### src/rtl/mem_access_unit.sv
// mem_access_unit
//   Load/store front end for a memory_sync style memory. Turns byte-addressed
//   byte/half/word requests into word-aligned accesses: builds byte enables,
//   steers store data onto the right lanes, and extracts + extends load data.
//   Misaligned requests and the illegal size code are answered with an error
//   response and never reach the memory.
//
// Ports
//   clk, reset         clock; asynchronous active-high reset
//   req_*              request side (valid/ready handshake, see below)
//   resp_valid         one-cycle completion pulse
//   resp_rdata         load result (0 for stores and errors)
//   resp_error         misaligned address or illegal size, qualified by resp_valid
//   mem_*              memory_sync initiator port
//   dbg_state          current FSM state (IDLE=0, ACCESS=1, RESP=2)
//
// Handshake: a request is taken on a rising clk edge where req_valid and
// req_ready are both 1. req_ready is 1 only in IDLE; anything offered while
// it is 0 is ignored (not queued). Every accepted request yields exactly one
// resp_valid pulse unless reset intervenes.

module mem_access_unit #(
  parameter int LATENCY    = 1,
  parameter int ADDR_WIDTH = 32
) (
  input  logic                  clk,
  input  logic                  reset,
  input  logic                  req_valid,
  output logic                  req_ready,
  input  logic                  req_write,
  input  logic [1:0]            req_size,
  input  logic                  req_unsigned,
  input  logic [ADDR_WIDTH-1:0] req_addr,
  input  logic [31:0]           req_wdata,
  output logic                  resp_valid,
  output logic [31:0]           resp_rdata,
  output logic                  resp_error,
  output logic [ADDR_WIDTH-1:0] mem_addr,
  output logic [31:0]           mem_data_out,
  input  logic [31:0]           mem_data_in,
  output logic [3:0]            mem_byte_enable,
  output logic                  mem_master_enable,
  output logic                  mem_read_write,
  output logic [1:0]            dbg_state
);

  localparam logic [3:0] LAT = 4'(LATENCY);

  localparam logic [1:0] SZ_BYTE = 2'b00;
  localparam logic [1:0] SZ_HALF = 2'b01;
  localparam logic [1:0] SZ_WORD = 2'b10;

  typedef enum logic [1:0] {
    IDLE   = 2'd0,
    ACCESS = 2'd1,
    RESP   = 2'd2
  } state_t;

  state_t                state_q, state_d;
  logic [3:0]            cnt_q;
  logic [ADDR_WIDTH-1:0] addr_q;
  logic                  write_q;
  logic [1:0]            size_q;
  logic                  uns_q;
  logic [3:0]            be_q;
  logic [31:0]           wdata_q;
  logic [31:0]           resp_rdata_q;
  logic                  resp_error_q;

  logic                  req_illegal;
  logic [3:0]            req_be;
  logic [31:0]           req_placed;
  logic [7:0]            rd_byte;
  logic [15:0]           rd_half;
  logic [31:0]           rd_aligned;

  // Request decode: alignment check, byte enables and lane placement.
  always_comb begin
    req_illegal = 1'b0;
    req_be      = 4'b0000;
    req_placed  = 32'h0;
    case (req_size)
      SZ_BYTE: begin
        req_be     = 4'b0001 << req_addr[1:0];
        req_placed = {4{req_wdata[7:0]}};
      end
      SZ_HALF: begin
        req_illegal = req_addr[0];
        req_be      = req_addr[1] ? 4'b1100 : 4'b0011;
        req_placed  = {2{req_wdata[15:0]}};
      end
      SZ_WORD: begin
        req_illegal = |req_addr[1:0];
        req_be      = 4'b1111;
        req_placed  = req_wdata;
      end
      default: req_illegal = 1'b1;
    endcase
  end

  // Read extraction from the latched lane and size.
  always_comb begin
    rd_byte = 8'h00;
    case (addr_q[1:0])
      2'd0: rd_byte = mem_data_in[7:0];
      2'd1: rd_byte = mem_data_in[15:8];
      2'd2: rd_byte = mem_data_in[23:16];
      2'd3: rd_byte = mem_data_in[31:24];
      default: rd_byte = 8'h00;
    endcase
    rd_half = addr_q[1] ? mem_data_in[31:16] : mem_data_in[15:0];
    case (size_q)
      SZ_BYTE: rd_aligned = uns_q ? {24'h0, rd_byte} : {{24{rd_byte[7]}}, rd_byte};
      SZ_HALF: rd_aligned = uns_q ? {16'h0, rd_half} : {{16{rd_half[15]}}, rd_half};
      default: rd_aligned = mem_data_in;
    endcase
  end

  // Next-state logic.
  always_comb begin
    state_d = state_q;
    case (state_q)
      IDLE: begin
        if (req_valid) begin
          state_d = req_illegal ? RESP : ACCESS;
        end
      end
      // cnt_q == 1 marks the edge on which the counter reaches 0.
      ACCESS: begin
        if (cnt_q == 4'd1) begin
          state_d = RESP;
        end
      end
      RESP:    state_d = IDLE;
      default: state_d = IDLE;
    endcase
  end

  always_ff @(posedge clk or posedge reset) begin
    if (reset) begin
      state_q      <= IDLE;
      cnt_q        <= 4'd0;
      addr_q       <= '0;
      write_q      <= 1'b0;
      size_q       <= 2'b00;
      uns_q        <= 1'b0;
      be_q         <= 4'b0000;
      wdata_q      <= 32'h0;
      resp_rdata_q <= 32'h0;
      resp_error_q <= 1'b0;
    end else begin
      state_q <= state_d;
      case (state_q)
        IDLE: begin
          resp_rdata_q <= 32'h0;
          resp_error_q <= 1'b0;
          if (req_valid) begin
            if (req_illegal) begin
              resp_error_q <= 1'b1;
            end else begin
              addr_q  <= req_addr;
              write_q <= req_write;
              size_q  <= req_size;
              uns_q   <= req_unsigned;
              be_q    <= req_be;
              wdata_q <= req_placed;
              cnt_q   <= LAT;
            end
          end
        end
        ACCESS: begin
          cnt_q <= cnt_q - 4'd1;
          if (cnt_q == 4'd1 && !write_q) begin
            resp_rdata_q <= rd_aligned;
          end
        end
        RESP: begin
          resp_rdata_q <= 32'h0;
          resp_error_q <= 1'b0;
        end
        default: begin
          resp_rdata_q <= 32'h0;
          resp_error_q <= 1'b0;
        end
      endcase
    end
  end

  // Memory port is driven only during ACCESS; elsewhere it sits at its
  // idle values (read, disabled, zero address/data/enables).
  always_comb begin
    mem_addr          = '0;
    mem_data_out      = 32'h0;
    mem_byte_enable   = 4'b0000;
    mem_master_enable = 1'b0;
    mem_read_write    = 1'b1;
    if (state_q == ACCESS) begin
      mem_addr          = {addr_q[ADDR_WIDTH-1:2], 2'b00};
      mem_data_out      = wdata_q;
      mem_byte_enable   = be_q;
      mem_master_enable = 1'b1;
      mem_read_write    = ~write_q;
    end
  end

  assign req_ready  = (state_q == IDLE);
  assign resp_valid = (state_q == RESP);
  assign resp_rdata = resp_rdata_q;
  assign resp_error = resp_error_q;
  assign dbg_state  = state_q;

endmodule

### config.mk
export PLATFORM = sky130hd
export DESIGN_NAME = mem_access_unit
export DESIGN_NICKNAME = d
export VERILOG_FILES = /design/src/rtl/mem_access_unit.sv
export SDC_FILE = /design/constraint.sdc
export NUM_CORES = 1
export LEC_CHECK = 0
export CORE_ASPECT_RATIO = 0.5
export CORE_MARGIN = 3
export CORE_UTILIZATION = 40
export CTS_CLUSTER_DIAMETER = 100
export DETAILED_ROUTE_END_ITERATION = 10
export MAX_ROUTING_LAYER = met4
export PLACE_DENSITY = 0.85
export SLEW_MARGIN = 20
export SYNTH_ARGS = -nofsm -noshare
export SYNTH_HDL_FRONTEND = slang
export SYNTH_SLANG_ARGS = --single-unit
### constraint.sdc
create_clock -name clk -period 6.1 [get_ports clk]
set_clock_uncertainty 0.2 [all_clocks]
set_input_delay 0.915 -clock clk [delete_from_list [all_inputs] [get_ports clk]]
set_output_delay 0.915 -clock clk [all_outputs]
set_load 0.01 [all_outputs]
==> impl_metrics.ini, run 1 <==
[outcome]
status = finished clean

[synthesis]
yosysSeqAreaShare_pct = 49.1
syn_avg_cell_area_um2 = 10.5
ys_async_sr_fraction_pct = 100
ys.flop_type = dfrtp_1
yosys_warnings = 0
synth_area_leaders = dfrtp_1 49%, and2_1 7.0%, mux2_2 5.2%
synth_top_area_share_pct = 49.1
synth.distinct_cells = 42
ys_ff_latch = 111
yosysTopAreaCell = dfrtp_1
synthTopCellsByCount = 111 x dfrtp_1, 63 x and2_1, 45 x a21oi_1
synthCells = 541
synth_most_common_cell = dfrtp_1
synth_edf_count = 0
syn-cell-area_um2 = 5660

[sta]
slew_headroom_pct = 29.8
fin_crit_sh_pct = 70.6
maxSlewViolCount = 0
finalHoldViolations = 0
clock.fmax_ghz = 0.232
setup_viol = 0
finalSetupTns_ns = 0
grt_setup_unrepaired = false
min_period_ns = 4.31
worstMarginPinSlew_ns = 1.05

[worst_setup_path]
cp_cell_sequence = nand2b_1 > clkinv_2 > and2_1 > clkdlybuf4s50_1
crit_start = dbg_state[1]$_DFFE_PP0P_
max_stage_delay_ns = 0.85
reg2reg_from = dbg_state[1]$_DFFE_PP0P_
critPathKind = reg -> out
end_kind = output pin
reg2reg_depth = 5
arrival_ns = 3.19
startpoint_type = flop
rrSetupSlack_ns = 3.18
slowest_stage = clkinv_2
r2r-end = resp_rdata[31]$_DFFE_PP0P_
crit_fanout = 79
endpoint = mem_byte_enable[3]
required_ns = 4.98

[floorplanning]
die_w_um = 174
io_pins = 210
initial_utilization_pct = 41.3
die_h_um = 90.1
core_um2 = 13700
fp.dieArea_um2 = 15700
std_cell_rows = 30

[flow_run]
cap_violations = 0

[global_routing]
grt_use_total_pct = 22.2
gr-total-overflow = 0
grt_pass1_vias = 4976
antenna_found_initial = 0
grt_pass1_wl_um = 27000
grt_max_degree = 80

[clock_tree]
holdBufCountCts = 0
clock_latency_ns = 0.35
cts_tree = done
h-tree-depth = 3
ctsRootBufferMaster = clkbuf_16
clock_path_buffers = 2
cts_sinks = 111
post_cts_resized = 0
postCtsSetupRepairBufs = 0
cts.reportedPaths.clkPinSlew_ns = 0.07
cts_buffers = 9

[power]
p_leak_nw = 3.50
swShare_pct = 34.5
p_seq_share_pct = 36.1
power.density_nw_per_um2 = 429
p_comb_share_pct = 43.8
clockPowerShare_pct = 20.2
peakVddDrop_mv = 0.184
power_switching_mw = 1.21
intPower_mw = 2.29

[final_layout]
layout-drive-gt1-share_pct = 10.2
final_area_um2 = 8160
multi_input_area_um2 = 2620
syn_to_final_growth_pct = 44.3
layout.nets = 828
final_util_pct = 59.6
fillers = 1107
diodes = 0
regArea_um2 = 2780

[detailed_routing]
drt-pass1-iter-count = 4
via_per_inst = 5.25
wirelength_um = 16800
drt_iter0_drc = 320
dr_total_vias = 4824
wl_per_cell_um = 18.3
drtAntennaViolNets = 0
drcViolationCount = 0

[placed_design]
numPortBuffers = 207
gpl.final_weighted_congestion = 0.846
dp_hpwl_um = 12200
place_area_um2 = 7810

[hold_path]
hp-class = reg -> reg
==> power by group through the flow <==
stage	Combinational, mW	Clock [mW]	Sequential (mW)
after global routing	1.66	0.749	1.30
after floorplan	0.939	0	1.18
final	1.53	0.707	1.26
after detailed placement	1.53	0	1.27
after CTS	1.54	0.713	1.26
after global placement	1.49	0	1.25
==> per-stage QoR <==
stage               total power [mW]  hold WS (ns)  worst slack, ns  std cells
floorplan                       2.12         0.240             2.05        542
global placement                2.73         0.257             2.26        904
detailed placement              2.80         0.264             2.19        904
CTS                             3.51         0.278             1.99        918
global route                    3.71         0.303             1.57        918
finish                          3.50         0.274             1.79        918
==> worst max-delay path, delay by kind of cell, from the launching register on <==
family	cells	cell delay [ns]
AND/OR/NAND/NOR	2	1.00
flip-flops	1	0.46
buffers and inverters	2	1.34
==> metal layers <==
metal	vias to the layer above	global-route usage, %	part of all wire, %
met3	32	5.11	5.1
met5	-	-	0
met2	168	37.6	51
met4	0	6.42	2.3
met1	2391	26.6	42
li1	2233	-	-
==> sequential cells by signal (all words and copies together), names as in the netlist <==
| register | count |
|---|---|
| addr_q | 32 |
| be_q | 4 |
| cnt_q | 4 |
| dbg_state | 2 |
| resp_error | 1 |
| resp_rdata | 32 |
| size_q | 2 |
| uns_q | 1 |
| wdata_q | 32 |
| write_q | 1 |
==> area by class of cell <==
type	instances	share of cell area, %
tap	192	2.94
clock buffer	10	2.81
inverter	15	0.736
multi-input combinational	374	32.1
sequential	111	34.0
timing repair buffer	212	25.9
clock inverter	4	1.47
==> cell families (layout without fill, tap and decap cells) <==
group | count (synthesis) | count (layout) | share of synthesized area (%)
flops | 111 | 111 | 49.1
buf+inv | 57 | 241 | 4.78
fa+ha+maj | 2 | 2 | 0.442
compound gates | 141 | 141 | 16.0
mux | 59 | 59 | 12.9
simple gates | 167 | 167 | 16.3
xor+xnor | 3 | 3 | 0.465
other cells | 1 | 2 | 0.0663
==> cell usage in the layout, fill, tap and decap left out, types with 9 or more instances in the layout <==
| cell | count |
|---|---|
| a21oi_1 | 45 |
| a22o_1 | 24 |
| and2_1 | 63 |
| clkbuf_16 | 9 |
| clkdlybuf4s50_1 | 207 |
| dfrtp_1 | 111 |
| inv_1 | 13 |
| mux2_2 | 26 |
| mux2_4 | 19 |
| mux2i_1 | 13 |
| nand2_1 | 33 |
| nand2b_1 | 20 |
| nor2_1 | 29 |
| nor2b_1 | 12 |
| o21ai_0 | 41 |
==> worst min-delay path by stage <==
stage                            start                       to  slack (ns)  cells past startpoint
3_5_place_dp   wdata_q[17]$_DFFE_PP0P_  wdata_q[17]$_DFFE_PP0P_        0.26                      2
4_1_cts        wdata_q[17]$_DFFE_PP0P_  wdata_q[17]$_DFFE_PP0P_        0.28                      2
5_1_grt        wdata_q[17]$_DFFE_PP0P_  wdata_q[17]$_DFFE_PP0P_        0.30                      2
3_3_place_gp   wdata_q[17]$_DFFE_PP0P_  wdata_q[17]$_DFFE_PP0P_        0.26                      2
2_1_floorplan      be_q[0]$_DFFE_PP0P_      be_q[0]$_DFFE_PP0P_        0.24                      2
6_report       wdata_q[17]$_DFFE_PP0P_  wdata_q[17]$_DFFE_PP0P_        0.27                      2
(Power assumes the default switching activity.)
==> run 2, diff against run 1 <==
==> constraint.sdc (replaced) <==
create_clock -name clk -period 4.5 [get_ports clk]
set_clock_uncertainty 0.2 [all_clocks]
set_input_delay 0.675 -clock clk [delete_from_list [all_inputs] [get_ports clk]]
set_output_delay 0.675 -clock clk [all_outputs]
set_load 0.01 [all_outputs]
==> impl_metrics.ini, run 2 (same netlist as run 1, synthesis figures left out) <==
[outcome]
status = finished clean

[clock_tree]
ctsRootBufferMaster = clkbuf_16
cts_buffers = 9
cts.reportedPaths.clkPinSlew_ns = 0.07
clock_path_buffers = 2
postCtsSetupRepairBufs = 0
holdBufCountCts = 0
post_cts_resized = 0
h-tree-depth = 3
clock_latency_ns = 0.35
cts_tree = done
cts_sinks = 111

[sta]
clock.fmax_ghz = 0.277
fin_crit_sh_pct = 80.1
worstMarginPinSlew_ns = 1.03
maxSlewViolCount = 0
whs_ns = 0.274
slew_headroom_pct = 31.5
min_period_ns = 3.61
grt_setup_unrepaired = false
setup_viol = 0
finalSetupTns_ns = 0
finalHoldViolations = 0

[final_layout]
final_common_cell = clkdlybuf4s50_1
layout.nets = 831
diodes = 0
fillers = 1112
layout-drive-gt1-share_pct = 10.8
final_area_um2 = 8120
syn_to_final_growth_pct = 43.6
final_cell_mix = 207 x clkdlybuf4s50_1, 111 x dfrtp_1, 63 x and2_1

[worst_setup_path]
required_ns = 3.62
arrival_ns = 2.73
crit_fanout = 62
startpoint_type = flop
critPathKind = reg -> out
end_kind = output pin

[global_routing]
grt_pass1_wl_um = 26200
gr-total-overflow = 0
grt_max_degree = 69
antenna_found_initial = 0
grt_use_total_pct = 21.5
grt_pass1_vias = 4846

[detailed_routing]
wl_per_cell_um = 17.7
drcViolationCount = 0
drt-pass1-iter-count = 4
wirelength_um = 16300
via_per_inst = 5.16
drt_iter0_drc = 228
drtAntennaViolNets = 0
dr_total_vias = 4762

[flow_run]
cap_violations = 0

[placed_design]
dp_hpwl_um = 12100
gpl.final_weighted_congestion = 0.885
place_area_um2 = 7820
numPortBuffers = 207

[floorplanning]
die_h_um = 90.1
io_pins = 210
initial_utilization_pct = 41.3
fp.dieArea_um2 = 15700
std_cell_rows = 30
die_w_um = 174
core_um2 = 13700

[power]
p_leak_nw = 3.48
peakVddDrop_mv = 0.236
power.density_nw_per_um2 = 559

[hold_path]
hp-class = reg -> reg
## run 2: area by class of cell
class / instances / area (um^2) / area share, %
Clock buffer: 12 / 267 / 3.28
Clock inverter: 3 / 17.5 / 0.216
Inverter: 15 / 58.8 / 0.724
Multi-Input combinational cell: 374 / 2620 / 32.3
Sequential cell: 111 / 2780 / 34.2
Tap cell: 192 / 240 / 2.96
Timing Repair Buffer: 215 / 2140 / 26.3
## run 2: worst paths after layout
kind | slack (ns) | to | startpoint | cells past startpoint
worst min register to register | 0.27 | wdata_q[28]$_DFFE_PP0P_ | wdata_q[28]$_DFFE_PP0P_ | 2
max in group asynchronous | 2.58 | wdata_q[8]$_DFFE_PP0P_ | reset | 3
worst max register to register | 1.52 | resp_rdata[30]$_DFFE_PP0P_ | dbg_state[1]$_DFFE_PP0P_ | 6
worst min-delay path | 0.27 | wdata_q[28]$_DFFE_PP0P_ | wdata_q[28]$_DFFE_PP0P_ | 2
min in group asynchronous | 0.64 | addr_q[11]$_DFFE_PP0P_ | reset | 2
worst max-delay path | 0.89 | mem_byte_enable[2] | dbg_state[1]$_DFFE_PP0P_ | 4
## run 2: layer usage
metal	share of wire (%)	vias up	wire (um)	track usage, %
met4	2.3	0	376	6.95
met1	43	2355	6940	26.3
met5	0	-	0	-
met3	4.7	31	774	4.05
li1	-	2229	-	-
met2	50	147	8220	36.1
## run 2: power by group
group	internal (mW)	leakage [nW]	switching, mW	total, mW
Combinational	1.13	1.95	0.939	2.07
Sequential	1.40	1.40	0.303	1.70
Clock	0.417	0.140	0.354	0.770
Total	2.94	3.48	1.60	4.54
## run 2: through the flow
step / std cells / power [mW] / worst slack, ns / utilization [%]
global placement: 906 / 3.70 / 1.32 / 57.1
floorplan: 542 / 2.87 / 0.694 / -
detailed placement: 906 / 3.78 / 1.25 / 57.1
finish: 922 / 4.54 / 0.894 / 59.3
global route: 922 / 4.84 / 0.676 / 59.3
CTS: 921 / 4.56 / 0.865 / 59.2
## run 2: worst max-delay path, cell delays in order (launching register included)
cell and delay [ns]:
dfrtp_1 0.45, nand2b_1 0.40, inv_2 0.73, and2_1 0.25, clkdlybuf4s50_1 0.55
==> run 3, diff against run 2 <==
--- a/config.mk
+++ b/config.mk
@@ -11,7 +11,7 @@
 export CTS_CLUSTER_DIAMETER = 100
 export DETAILED_ROUTE_END_ITERATION = 10
 export MAX_ROUTING_LAYER = met4
-export PLACE_DENSITY = 0.85
+export PLACE_DENSITY = 0.88
 export SLEW_MARGIN = 20
 export SYNTH_ARGS = -nofsm -noshare
 export SYNTH_HDL_FRONTEND = slang
==> constraint.sdc (replaced) <==
create_clock -name clk -period 3.02 [get_ports clk]
set_clock_uncertainty 0.2 [all_clocks]
set_input_delay 0.453 -clock clk [delete_from_list [all_inputs] [get_ports clk]]
set_output_delay 0.453 -clock clk [all_outputs]
set_load 0.01 [all_outputs]
==> impl_metrics.ini, run 3 (same netlist as run 1, synthesis figures left out) <==
[worst_setup_path]
arrival_ns = 2.22
rrSetupSlack_ns = 0.57
startpoint_type = flop
crit_fanout = 25
r2r-end = resp_rdata[29]$_DFFE_PP0P_
reg2reg_depth = 7
crit_family = buffers and inverters
cp_cell_sequence = nand2b_1 > inv_2 > buf_4 > and2_1 > clkdlybuf4s50_1
cp_num_cells = 5
reg2reg_from = dbg_state[1]$_DFFE_PP0P_
endpoint = mem_addr[9]
critPathBufInv = 3
max_stage_delay_ns = 0.54
end_kind = output pin
crit_start = dbg_state[1]$_DFFE_PP0P_
required_ns = 2.37
critPathKind = reg -> out
slowest_stage = clkdlybuf4s50_1

[detailed_routing]
wl_per_cell_um = 18.1
drt_iter0_drc = 257
drt-pass1-iter-count = 4
drcViolationCount = 0
via_per_inst = 5.25
drtAntennaViolNets = 0
wirelength_um = 16800
dr_total_vias = 4859

[placed_design]
gpl.final_weighted_congestion = 0.873
dp_hpwl_um = 12400
place_area_um2 = 7900
place_worst_setup_slack_ns = 0.397
dp_cells = 912
numPortBuffers = 207

[sta]
maxSlewViolCount = 0
clock.fmax_ghz = 0.348
fin_crit_sh_pct = 95.2
slew_headroom_pct = 35.6
finalHoldViolations = 0
worstMarginPinSlew_ns = 0.962
min_period_ns = 2.87
finalSetupTns_ns = 0
setup_viol = 0
setup_slack_ns = 0.146
grt_setup_unrepaired = false

[clock_tree]
h-tree-depth = 3
ctsRootBufferMaster = clkbuf_16
cts_buffers = 9
clock_path_buffers = 2
cts_sinks = 111
cts.reportedPaths.clkPinSlew_ns = 0.08
clock_latency_ns = 0.35
postCtsSetupRepairBufs = 0
post_cts_resized = 0
holdBufCountCts = 0
cts_tree = done

[final_layout]
diodes = 0
final_common_cell = clkdlybuf4s50_1
syn_to_final_growth_pct = 44.9
instances_no_fill = 926
final_area_um2 = 8200
final_cell_mix = 207 x clkdlybuf4s50_1, 111 x dfrtp_1, 63 x and2_1
layout.nets = 836
fillers = 1065
layout-drive-gt1-share_pct = 11.2

[floorplanning]
die_w_um = 174
initial_utilization_pct = 41.3
core_um2 = 13700
io_pins = 210
fp.dieArea_um2 = 15700
std_cell_rows = 30
die_h_um = 90.1

[global_routing]
grt_pass1_wl_um = 26900
grt_use_total_pct = 21.9
grt_pass1_vias = 5030
gr-total-overflow = 0
antenna_found_initial = 0
grt_max_degree = 112

[power]
power.density_nw_per_um2 = 849
peakVddDrop_mv = 0.380
power_mw = 6.96
p_leak_nw = 3.52

[hold_path]
hp-class = reg -> reg

[flow_run]
cap_violations = 0

[outcome]
status = finished clean
run 3: area by class of cell:
class | count | area [um^2] | area share [%]
clock buffer | 10 | 229 | 2.79
clock inverter | 4 | 72.6 | 0.885
inverter | 15 | 60.1 | 0.733
multi-input combinational | 374 | 2620 | 32.0
sequential | 111 | 2780 | 33.9
tap | 192 | 240 | 2.93
timing repair buffer | 220 | 2190 | 26.8
run 3: worst min-delay path by stage:
stage | cells past startpoint | start | endpoint
global placement | 2 | wdata_q[18]$_DFFE_PP0P_ | wdata_q[18]$_DFFE_PP0P_
CTS | 2 | wdata_q[25]$_DFFE_PP0P_ | wdata_q[25]$_DFFE_PP0P_
floorplan | 2 | be_q[0]$_DFFE_PP0P_ | be_q[0]$_DFFE_PP0P_
global route | 2 | wdata_q[25]$_DFFE_PP0P_ | wdata_q[25]$_DFFE_PP0P_
finish | 2 | wdata_q[20]$_DFFE_PP0P_ | wdata_q[20]$_DFFE_PP0P_
detailed placement | 2 | wdata_q[19]$_DFFE_PP0P_ | wdata_q[19]$_DFFE_PP0P_
run 3: tightest hold or removal path: cells and delay by family (launching register included):
kind | cells | cell delay (ns)
flops | 1 | 0.35
compound gates | 1 | 0.06
simple gates | 1 | 0.05
run 3: layer usage:
| layer | global-route usage [%] | share of wire (%) |
|---|---|---|
| met3 | 4.35 | 5.1 |
| met5 | - | 0 |
| met1 | 26.5 | 42 |
| met2 | 37.0 | 50 |
| met4 | 7.55 | 2.8 |
run 3: power by group:
group	internal (mW)	leakage [nW]	switching [mW]
Combinational	1.73	1.98	1.51
Clock	0.718	0.144	0.534
Sequential	2.08	1.40	0.394
Total	4.53	3.52	2.43
run 3: per-stage QoR:
step           hold slack, ns  utilization [%]
2_1_floorplan           0.240                -
3_3_place_gp            0.255             57.6
3_5_place_dp            0.266             57.6
4_1_cts                 0.287             59.8
5_1_grt                 0.308             59.8
6_report                0.285             59.8
